## src/rtl/ysyx_25050147_core_ctrl.sv

```systemverilog
// ---------------------------------------------------------------------------
// ysyx_25050147_core_ctrl
//
// Multi-cycle sequencer for the NPC core. It walks each instruction through
// fetch, execute, optional load/store and writeback. Fetch and load/store
// share one memory port, and only the current state decides which of them
// owns it. PC and register-file writes are strobed only in writeback. An
// ebreak halts the core.
//
// Optional feature (macro CORE_CTRL_WDOG_EN):
//   A watchdog counts the cycles spent waiting in the memory states. When it
//   reaches TIMEOUT_CYC, the core sets err and halts. When the macro is
//   undefined, a wait state may stall forever. In that build, only a
//   misaligned fetch sets err.
//
// Parameters:
//   AW           memory address width
//   TIMEOUT_CYC  watchdog limit in cycles (watchdog build only)
//
// Ports:
//   clk, rst_n                 clock, asynchronous active-low reset
//   i_pc                       current PC
//   o_mem_valid/we/addr/wdata/wmask, i_mem_ready
//                              request side of the shared memory port
//   i_mem_rvalid, i_mem_rdata  read response (one-cycle pulse)
//   o_inst                     latched instruction for the IDU
//   i_dec_load/store/ebreak    decode flags of the current instruction
//   i_ls_addr/wdata/wmask      load/store address, lane-aligned data, mask
//   o_load_data                latched raw load word
//   o_pc_we, o_rf_we           writeback strobes
//   o_halted, o_err            sticky halt / error flags
//   o_inst_cnt                 retired instruction count (wraps)
// ---------------------------------------------------------------------------
module ysyx_25050147_core_ctrl #(
  parameter int AW          = 32,
  parameter int TIMEOUT_CYC = 255
) (
  input  logic          clk,
  input  logic          rst_n,
  input  logic [31:0]   i_pc,
  output logic          o_mem_valid,
  input  logic          i_mem_ready,
  output logic          o_mem_we,
  output logic [AW-1:0] o_mem_addr,
  output logic [31:0]   o_mem_wdata,
  output logic [3:0]    o_mem_wmask,
  input  logic          i_mem_rvalid,
  input  logic [31:0]   i_mem_rdata,
  output logic [31:0]   o_inst,
  input  logic          i_dec_load,
  input  logic          i_dec_store,
  input  logic          i_dec_ebreak,
  input  logic [31:0]   i_ls_addr,
  input  logic [31:0]   i_ls_wdata,
  input  logic [3:0]    i_ls_wmask,
  output logic [31:0]   o_load_data,
  output logic          o_pc_we,
  output logic          o_rf_we,
  output logic          o_halted,
  output logic          o_err,
  output logic [31:0]   o_inst_cnt
);

  typedef enum logic [2:0] {
    S_IDLE,
    S_F_REQ,
    S_F_WAIT,
    S_EXEC,
    S_M_REQ,
    S_M_WAIT,
    S_WB,
    S_HALT
  } state_t;

  state_t      r_state;
  state_t      w_next;
  logic        w_set_err;
  logic        w_misaligned;
  logic [31:0] r_inst;
  logic [31:0] r_load_data;
  logic        r_err;
  logic [31:0] r_inst_cnt;

  assign w_misaligned = (i_pc[1:0] != 2'b00);

`ifdef CORE_CTRL_WDOG_EN
  localparam logic [7:0] LP_TIMEOUT = 8'(TIMEOUT_CYC);
  logic [7:0] r_wdog;
  logic       w_wait_state;

  assign w_wait_state = (r_state == S_F_REQ) || (r_state == S_F_WAIT) ||
                        (r_state == S_M_REQ) || (r_state == S_M_WAIT);
`endif

  // Next-state and port drive. Every request field is a pure function of
  // the state and stable inputs, so a request stays stable while it waits
  // for mem_ready. An asynchronous reset also removes mem_valid at once.
  always_comb begin
    // NOTE: every output of this block gets a default first, so no path
    // through the case statement can leave a signal unassigned and infer a
    // latch.
    w_next      = r_state;
    w_set_err   = 1'b0;
    o_mem_valid = 1'b0;
    o_mem_we    = 1'b0;
    o_mem_addr  = '0;
    o_mem_wdata = '0;
    o_mem_wmask = '0;
    o_pc_we     = 1'b0;
    o_rf_we     = 1'b0;

    unique case (r_state)
      S_IDLE: w_next = S_F_REQ;
      S_F_REQ: begin
        if (w_misaligned) begin
          // No request is issued for a misaligned PC. The core stops.
          w_set_err = 1'b1;
          w_next    = S_HALT;
        end else begin
          o_mem_valid = 1'b1;
          o_mem_addr  = AW'(i_pc);
          if (i_mem_ready) w_next = S_F_WAIT;
        end
      end
      S_F_WAIT: if (i_mem_rvalid) w_next = S_EXEC;
      S_EXEC: begin
        if (i_dec_ebreak)                   w_next = S_HALT;
        else if (i_dec_load || i_dec_store) w_next = S_M_REQ;
        else                                w_next = S_WB;
      end
      S_M_REQ: begin
        o_mem_valid = 1'b1;
        o_mem_we    = i_dec_store;
        o_mem_addr  = AW'(i_ls_addr);
        o_mem_wdata = i_ls_wdata;
        o_mem_wmask = i_ls_wmask;
        // A store is finished once it is accepted. A read must wait for its data.
        if (i_mem_ready) w_next = i_dec_store ? S_WB : S_M_WAIT;
      end
      S_M_WAIT: if (i_mem_rvalid) w_next = S_WB;
      S_WB: begin
        o_pc_we = 1'b1;
        o_rf_we = !i_dec_store;
        w_next  = S_F_REQ;
      end
      S_HALT: w_next = S_HALT;
      default: w_next = S_IDLE;
    endcase

`ifdef CORE_CTRL_WDOG_EN
    // Only a state that is about to keep waiting can time out. A state that
    // leaves in this same cycle has made progress.
    if (w_wait_state && (w_next == r_state) && (r_wdog == LP_TIMEOUT)) begin
      w_next    = S_HALT;
      w_set_err = 1'b1;
    end
`endif
  end

  // NOTE: state registers use non-blocking assignments, so every register
  // samples values from before the clock edge, whatever order the blocks
  // run in.
  always_ff @(posedge clk or negedge rst_n) begin
    if (!rst_n) begin
      r_state     <= S_IDLE;
      r_inst      <= '0;
      r_load_data <= '0;
      r_err       <= 1'b0;
      r_inst_cnt  <= '0;
    end else begin
      r_state <= w_next;
      if (w_set_err) r_err <= 1'b1;
      // Responses count only in their wait state. A stray rvalid elsewhere is dropped.
      if ((r_state == S_F_WAIT) && i_mem_rvalid) r_inst      <= i_mem_rdata;
      if ((r_state == S_M_WAIT) && i_mem_rvalid) r_load_data <= i_mem_rdata;
      if (r_state == S_WB) r_inst_cnt <= r_inst_cnt + 32'd1;
    end
  end

`ifdef CORE_CTRL_WDOG_EN
  always_ff @(posedge clk or negedge rst_n) begin
    if (!rst_n) begin
      r_wdog <= '0;
    end else if (!w_wait_state || (w_next != r_state)) begin
      r_wdog <= '0;
    end else if (r_wdog != 8'hFF) begin
      r_wdog <= r_wdog + 8'd1;
    end
  end
`endif

  assign o_inst      = r_inst;
  assign o_load_data = r_load_data;
  assign o_halted    = (r_state == S_HALT);
  assign o_err       = r_err;
  assign o_inst_cnt  = r_inst_cnt;

endmodule

```

## config.mk

```make
export PLATFORM = sky130hd
export DESIGN_NAME = ysyx_25050147_core_ctrl
export DESIGN_NICKNAME = d
export VERILOG_FILES = /design/src/rtl/ysyx_25050147_core_ctrl.sv
export SDC_FILE = /design/constraint.sdc
export NUM_CORES = 1
export LEC_CHECK = 0
export ABC_AREA = 1
export BUFFER_PORTS_ARGS = -buffer_cell sky130_fd_sc_hd__buf_2
export CORE_AREA = 2 2 120 122
export DETAILED_ROUTE_END_ITERATION = 8
export DIE_AREA = 0 0 122 124
export GPL_TIMING_DRIVEN = 0
export MAX_ROUTING_LAYER = met4
export PLACE_DENSITY = 0.7
export SYNTH_ARGS = -nofsm -noshare
export SYNTH_HDL_FRONTEND = slang
export SYNTH_SLANG_ARGS = --single-unit
```

## constraint.sdc

```tcl
create_clock -name clk -period 1.91 [get_ports clk]
set_clock_uncertainty 0.05 [all_clocks]
set_input_delay 0.382 -clock clk [delete_from_list [all_inputs] [get_ports clk]]
set_output_delay 0.382 -clock clk [all_outputs]
set_load 0.03 [all_outputs]
```

==> results.md, run 1 <==
- Pleak: 4.52 nW
- Post-synthesis register bit count: 100
- WL/cell: 16.1 um
- Tot Pwr: 0.0116 W
- Minimum clock period: 2.21 ns
- Seq/Total Area, Yosys: 49.8%
- H-Tree Depth: 3
- Cell variety after synth: 28
- Failing checks: setup timing
- Most common flop cell mapped by yosys: dfrtp_1
- Layout cells sized above 1: 45.0%
- CP Data Required Time: 1.48 ns
- Area Overhead vs Synth: 61.5%
- Switching Power: 0.00548 W
- Die area: 0.0151 mm^2
- Sw frac: 47.1%
- Async set or reset register ratio after synthesis: 100%
- Root buffer cell: clkbuf_16
- Worst-Skew Late Latency: 0.34 ns
- Sequential share of power: 27.3%
- Clock network power share: 14.9%
- RSZ-0062 raised after global routing: yes
- Crit path DAT: 1.78 ns
- Post-route ant nets: 0
- Setup crit end kind: output port
- Cells after Synth: 614
- Power Dens Cells: 1440 mW/mm^2
- Fin. Hold Viols: 0
- Total congestion overflow: 0
- Post-synth top area share: 49.8%
- Die X: 122 um
- Clk buf depth: 2
- Fill count: 1232
- Critical path fanouts, max: 10
- Synth area leaders: dfrtp_1 50%, nand2_1 10%, inv_1 7.5%, o21ai_0 6.7%, a22o_1 5.2%
- DRC: 0
- Post-CTS Hold Buffers: 0
- Avg Cell Area, Syn: 8.18 um^2
- First-pass GRT wire length: 25.5 mm
- Vias in the first global route: 4907
- Initial drt markers: 252
- CTS tree: yes
- Drt pass-1 iters: 7
- Starting Density: 36.6%
- CTS Buf Count: 9
- Die Ht: 124 um
- DRT Wirelength: 18.5 mm
- # IOs: 309
- Logic gate share of total power: 57.7%
- Pin count of the biggest net entering global routing: 52
- Net Count, Synth: 754
- Sink Count: 100
- Post-DP HPWL: 12.9 mm
- Cell Int Power: 0.00616 W
- Slew Viols, Final: 0
- I/O Buffers: 308
- Core Area: 0.0137 mm^2
- Crit path kind: reg2out
- Worst-path clk slew: 0.07 ns
- Synth Warn #: 0
- Worst Hold Class: in2async
- Via count: 5455
- Setup Viol. Count Final: 71
- TNS Setup: -16.53 ns
- Synthesized area: 0.00502 mm^2
- Setup ws final: -0.305 ns
- Status: complete, but fails checks
- Worst Tran Pin Value: 0.650 ns
- Initial antenna violation count: 2
- Worst setup SP type: register
- Peak VDD IR: 799 uV
- Post-synth top area cell: dfrtp_1
- Placer Congestion: 0.843
- Relative slew slack: 56.7%
- GRT Overall Usage: 22.7%
- Nets: 1103
- Rows: 43
- Max-Cap Viols: 0
- Vias/cell: 4.74
- Fmax: 452 MHz
- Post-synth EDFFs: 0
- Crit share post-route: 116%
- Fin Hold WS: 0.00555 ns
worst max-delay path: stages (launching register included):
cell	delay, ns
dfrtp_1	0.37
buf_6	0.14
nor3_4	0.25
inv_2	0.12
buf_8	0.16
buf_12	0.15
nor2_2	0.11
buf_6	0.14
placed cells by master, fill, tap and decap left out, drive strengths merged:
cell type / n
buf: 355
nand2: 141
inv: 103
dfrtp: 100
nor2: 78
o21ai: 68
a22o: 30
nand3: 23
clkbuf: 19
xnor2: 11
xor2: 11
nor3: 11
nand4: 9
clkinv: 4
diode: 2
a21oi: 2
or2: 1
o211ai: 1
ha: 1
metal layers:
| metal | vias up | routed length (um) | global-route usage [%] |
|---|---|---|---|
| met2 | 260 | 9070 | 34.1 |
| met5 | - | 0 | - |
| met1 | 2542 | 7670 | 30.3 |
| met3 | 20 | 1520 | 5.72 |
| li1 | 2633 | - | - |
| met4 | 0 | 223 | 6.82 |
metrics by stage:
| step | instance area [um^2] | setup slack (ns) | std cells | util [%] |
|---|---|---|---|---|
| 4_1_cts | 7740 | -0.272 | 1135 | 56.4 |
| 5_1_grt | 8110 | -0.407 | 1150 | 59.1 |
| 2_1_floorplan | 5020 | -0.0910 | 614 | - |
| 3_5_place_dp | 6820 | -0.254 | 1103 | 49.7 |
| 6_report | 8110 | -0.305 | 1150 | 59.1 |
| 3_3_place_gp | 6790 | -0.669 | 1102 | 49.5 |
cells by family (layout without fill, tap and decap cells):
family / after synthesis / after routing / share of synthesized area [%]
simple gates: 263 / 263 / 23.7
buf+inv: 127 / 481 / 10.0
fa+ha+maj: 1 / 1 / 0.249
other cells: 0 / 2 / 0
compound gates: 101 / 101 / 12.4
flops: 100 / 100 / 49.8
xor+xnor: 22 / 22 / 3.84
synthesized netlist by cell type (all sizes together) (2+ instances only):
master / number
nand2: 141
inv: 102
dfrtp: 100
nor2: 78
o21ai: 68
a22o: 30
nand3: 23
clkbuf: 16
nor3: 11
xnor2: 11
xor2: 11
buf: 9
nand4: 9
a21oi: 2
timing repair:
| action | in CTS | in global routing |
|---|---|---|
| pin swaps | 5 | 8 |
| resized for setup | 170 | 93 |
| endpoints found under the setup margin | 70 | 108 |
| buffers inserted | 13 | 14 |
| gates cloned | 3 | 1 |
power by group through the flow:
stage / registers (W) / logic [W] / clock network [W]
2_1_floorplan: 0.00445 / 0.00233 / 0
3_3_place_gp: 0.00318 / 0.00527 / 0
3_5_place_dp: 0.00318 / 0.00533 / 0
4_1_cts: 0.00318 / 0.00617 / 0.00180
5_1_grt: 0.00327 / 0.00714 / 0.00190
6_report: 0.00318 / 0.00672 / 0.00174
flip-flops by register name, summed over array words and instances (netlist names), named ones only:
name / cells
r_state: 2
o_load_data: 32
o_err: 1
o_inst: 32
o_inst_cnt: 32
path summary, 6_finish.rpt:
kind | start | end | slack, ns | cells after the start
max | r_state[1]$_DFFE_PN0P_ | o_mem_wdata[27] | -0.30 | 7
min | rst_n | o_inst[11]$_DFFE_PN0P_ | 0.006 | 1
max reg2reg | r_state[0]$_DFFE_PN0P_ | o_inst[23]$_DFFE_PN0P_ | 0.07 | 9
min reg2reg | o_err$_DFFE_PN0P_ | o_err$_DFFE_PN0P_ | 0.43 | 2
max in group asynchronous | rst_n | o_inst_cnt[10]$_DFFE_PN0N_ | 1.12 | 2
min in group clk | i_mem_rdata[11] | o_inst[11]$_DFFE_PN0P_ | 0.24 | 3
cell type report:
cell class,count,area (um^2),area share (%)
antenna,2,5.00,0.0617
buffer,23,188,2.31
clock buffer,11,243,2.99
clock inverter,5,36.3,0.447
inverter,102,388,4.78
multi-input combinational,387,2260,27.9
sequential,100,2500,30.8
tap,180,225,2.78
timing repair buffer,340,2260,27.9
(Power assumes the default switching activity.)
==> run 2, diff against run 1 <==
- TNS_END_PERCENT: unset -> 20
==> run 2 against run 1 <==
  * Fmax down 1.9%
  * The run still ends with setup timing left
  * Combinational power down 5.1%
  * Total power down 3.0%
  * Core utilization down 1.8 points
  * Largest power group unchanged
  * Largest cell class unchanged
  * Critical path type unchanged
  * Worst hold slack worse by 0.0036 ns
  * Routed wire length down 3.7%
  * Highest routed layer unchanged
  * Sequential share of layout area up 0.97 points
==> results.md, run 2 (synthesis gave the netlist of run 1 again) <==
- Post-DP HPWL: 12.9 mm (unchanged)
- Most common cell after layout, fill and taps aside: buf_2
- Fill count: 1261 (+2.4%)
- DRC: 0 (unchanged)
- H-Tree Depth: 3 (unchanged)
- Worst-Skew Late Latency: 0.34 ns (about the same)
- Crit path max-delay family: buffers and inverters
- CP max-delay cell: dfrtp_1
- R2r setup slk: 0.07 ns (about the same)
- CP Data Required Time: 1.48 ns (about the same)
- Layout cells sized above 1: 42.6% (-2.5 points)
- Fmax: 443 MHz (-1.9%)
- Critical path fanouts, max: 10 (unchanged)
- Area of the multi-input gates: 0.00216 mm^2 (-4.3%)
- Worst Tran Pin Value: 0.647 ns (-0.00283 ns)
- Status: complete, but fails checks
- Power Dens Cells: 1440 mW/mm^2 (about the same)
- Drt pass-1 iters: 6 (-1)
- WL/cell: 15.6 um (-2.7%)
- Clk buf depth: 2 (unchanged)
- RSZ-0062 raised after global routing: yes
- Tot Pwr: 0.0113 W (-3.0%)
- Slew Viols, Final: 0 (unchanged)
- DRT Wirelength: 17.8 mm (-3.7%)
- Area Overhead vs Synth: 56.6%
- # IOs: 309 (unchanged)
- Nets: 1091 (-1.1%)
- Relative slew slack: 56.9% (+0.19 points)
- Rows: 43 (unchanged)
- Worst-path clk slew: 0.07 ns (about the same)
- Commonest cells after routing, fill and taps aside: 241 x buf_2, 138 x nand2_1, 100 x dfrtp_1, 99 x inv_1, 65 x o21ai_0
- Setup ws final: -0.346 ns (-0.0417 ns)
- Reg2Reg Depth: 9 (unchanged)
- Post-CTS Hold Buffers: 0 (unchanged)
- GRT Overall Usage: 22.5% (-0.16 points)
- Minimum clock period: 2.26 ns (+0.0417 ns)
- Fin. Hold Viols: 0 (unchanged)
- Via count: 5326 (-2.4%)
- Dpl ws: -0.254 ns (unchanged)
- Core Area: 0.0137 mm^2 (unchanged)
- Vias/cell: 4.68 (-1.3%)
- Setup crit end kind: output port
- Pin count of the biggest net entering global routing: 52 (unchanged)
- Fin Hold WS: 0.00192 ns (-0.00363 ns)
- CTS tree: yes
- Sink Count: 100 (unchanged)
- Post-route ant nets: 0 (unchanged)
- Die X: 122 um (unchanged)
- Die Ht: 124 um (unchanged)
- Setup Viol. Count Final: 73 (+2.8%)
- Crit share post-route: 118% (+2.2 points)
- Worst setup SP type: register
- Initial antenna violation count: 2 (unchanged)
- I/O Buffers: 308 (unchanged)
- Critical R2R Launch: r_state[0]$_DFFE_PN0P_
- CP peak stage delay: 0.37 ns (about the same)
- Starting Density: 36.6% (unchanged)
- Failing checks: setup timing
- Initial drt markers: 203 (-19%)
- Peak VDD IR: 796 uV (-0.39%)
- Root buffer cell: clkbuf_16
- Pleak: 4.44 nW (-1.7%)
- Total congestion overflow: 0 (unchanged)
- Crit path kind: reg2out
- Crit path DAT: 1.82 ns (+0.04 ns)
- Worst R2R End: o_inst[29]$_DFFE_PN0P_
- CTS Buf Count: 9 (unchanged)
- Die area: 0.0151 mm^2 (unchanged)
- Vias in the first global route: 4846 (-1.2%)
- Placer Congestion: 0.843 (unchanged)
- Register Area: 0.00250 mm^2 (unchanged)
- Worst Hold Class: in2async
- First-pass GRT wire length: 25.3 mm (-0.73%)
- Max-Cap Viols: 0 (unchanged)
- Worst-path cell chain: buf_6 > nor3_4 > clkbuf_4 > a22o_1 > buf_6
- Worst path most repeated cell: buf_6
- Worst path bufs/invs: 3 (-2)
==> run 2: cell type report <==
class	instances	share of cell area (%)
Antenna cell	2	0.0636
Clock buffer	11	3.09
Timing Repair Buffer	327	26.8
Tap cell	180	2.86
Clock inverter	5	0.461
Sequential cell	100	31.8
Buffer	24	2.48
Multi-Input combinational cell	387	27.5
Inverter	102	4.93
==> run 2: what timing repair did <==
item / in CTS / in global routing
setup buffers: 10 / 4
setup endpoints to repair: 70 / 108
cloned: 3 / 1
pin swaps: 5 / 12
resized for setup: 149 / 68
endpoints found under the hold margin: 0 / 0
==> run 2: worst max-delay path by stage <==
stage                                 from                   endpoint  slack, ns  depth (start not counted)
floorplan           r_state[1]$_DFFE_PN0P_              o_mem_addr[0]      -0.09                          6
global placement                     rst_n  o_inst_cnt[1]$_DFFE_PN0N_      -0.67                          1
detailed placement  r_state[1]$_DFFE_PN0P_            o_mem_wdata[24]      -0.25                          7
CTS                               register            o_mem_wdata[30]      -0.29                          8
global route        r_state[1]$_DFFE_PN0P_             o_mem_addr[21]      -0.42                          5
finish              r_state[1]$_DFFE_PN0P_             o_mem_addr[21]      -0.35                          5
==> run 2: per-layer routing <==
layer	up-vias	GRT usage, %	wire (um)
li1	2606	-	-
met5	-	-	0
met3	20	5.63	1270
met4	0	6.75	230
met2	231	33.6	8460
met1	2469	30.4	7850
==> run 2: power breakdown <==
group          switching (W)  leakage [nW]  internal, W
combinational        0.00414          3.01      0.00224
clock               0.000814         0.140     0.000925
sequential          0.000382          1.29      0.00280
==> run 2: metrics by stage <==
| step | cell area (um^2) | util, % | instances | setup TNS (ns) |
|---|---|---|---|---|
| global route | 7860 | 57.3 | 1138 | -25.59 |
| finish | 7860 | 57.3 | 1138 | -18.82 |
| floorplan | 5020 | - | 614 | -0.910 |
| global placement | 6790 | 49.5 | 1102 | -73.45 |
| CTS | 7620 | 55.6 | 1132 | -15.14 |
| detailed placement | 6820 | 49.7 | 1103 | -8.36 |
==> run 2: worst reg2reg max path: stages, from the launching register on <==
cell and delay, ns:
dfrtp_1 0.37, buf_6 0.14, buf_4 0.14, buf_4 0.13
buf_4 0.13, nor2_2 0.16, nand3_4 0.19, buf_4 0.25
nand2_1 0.08, o21ai_0 0.08
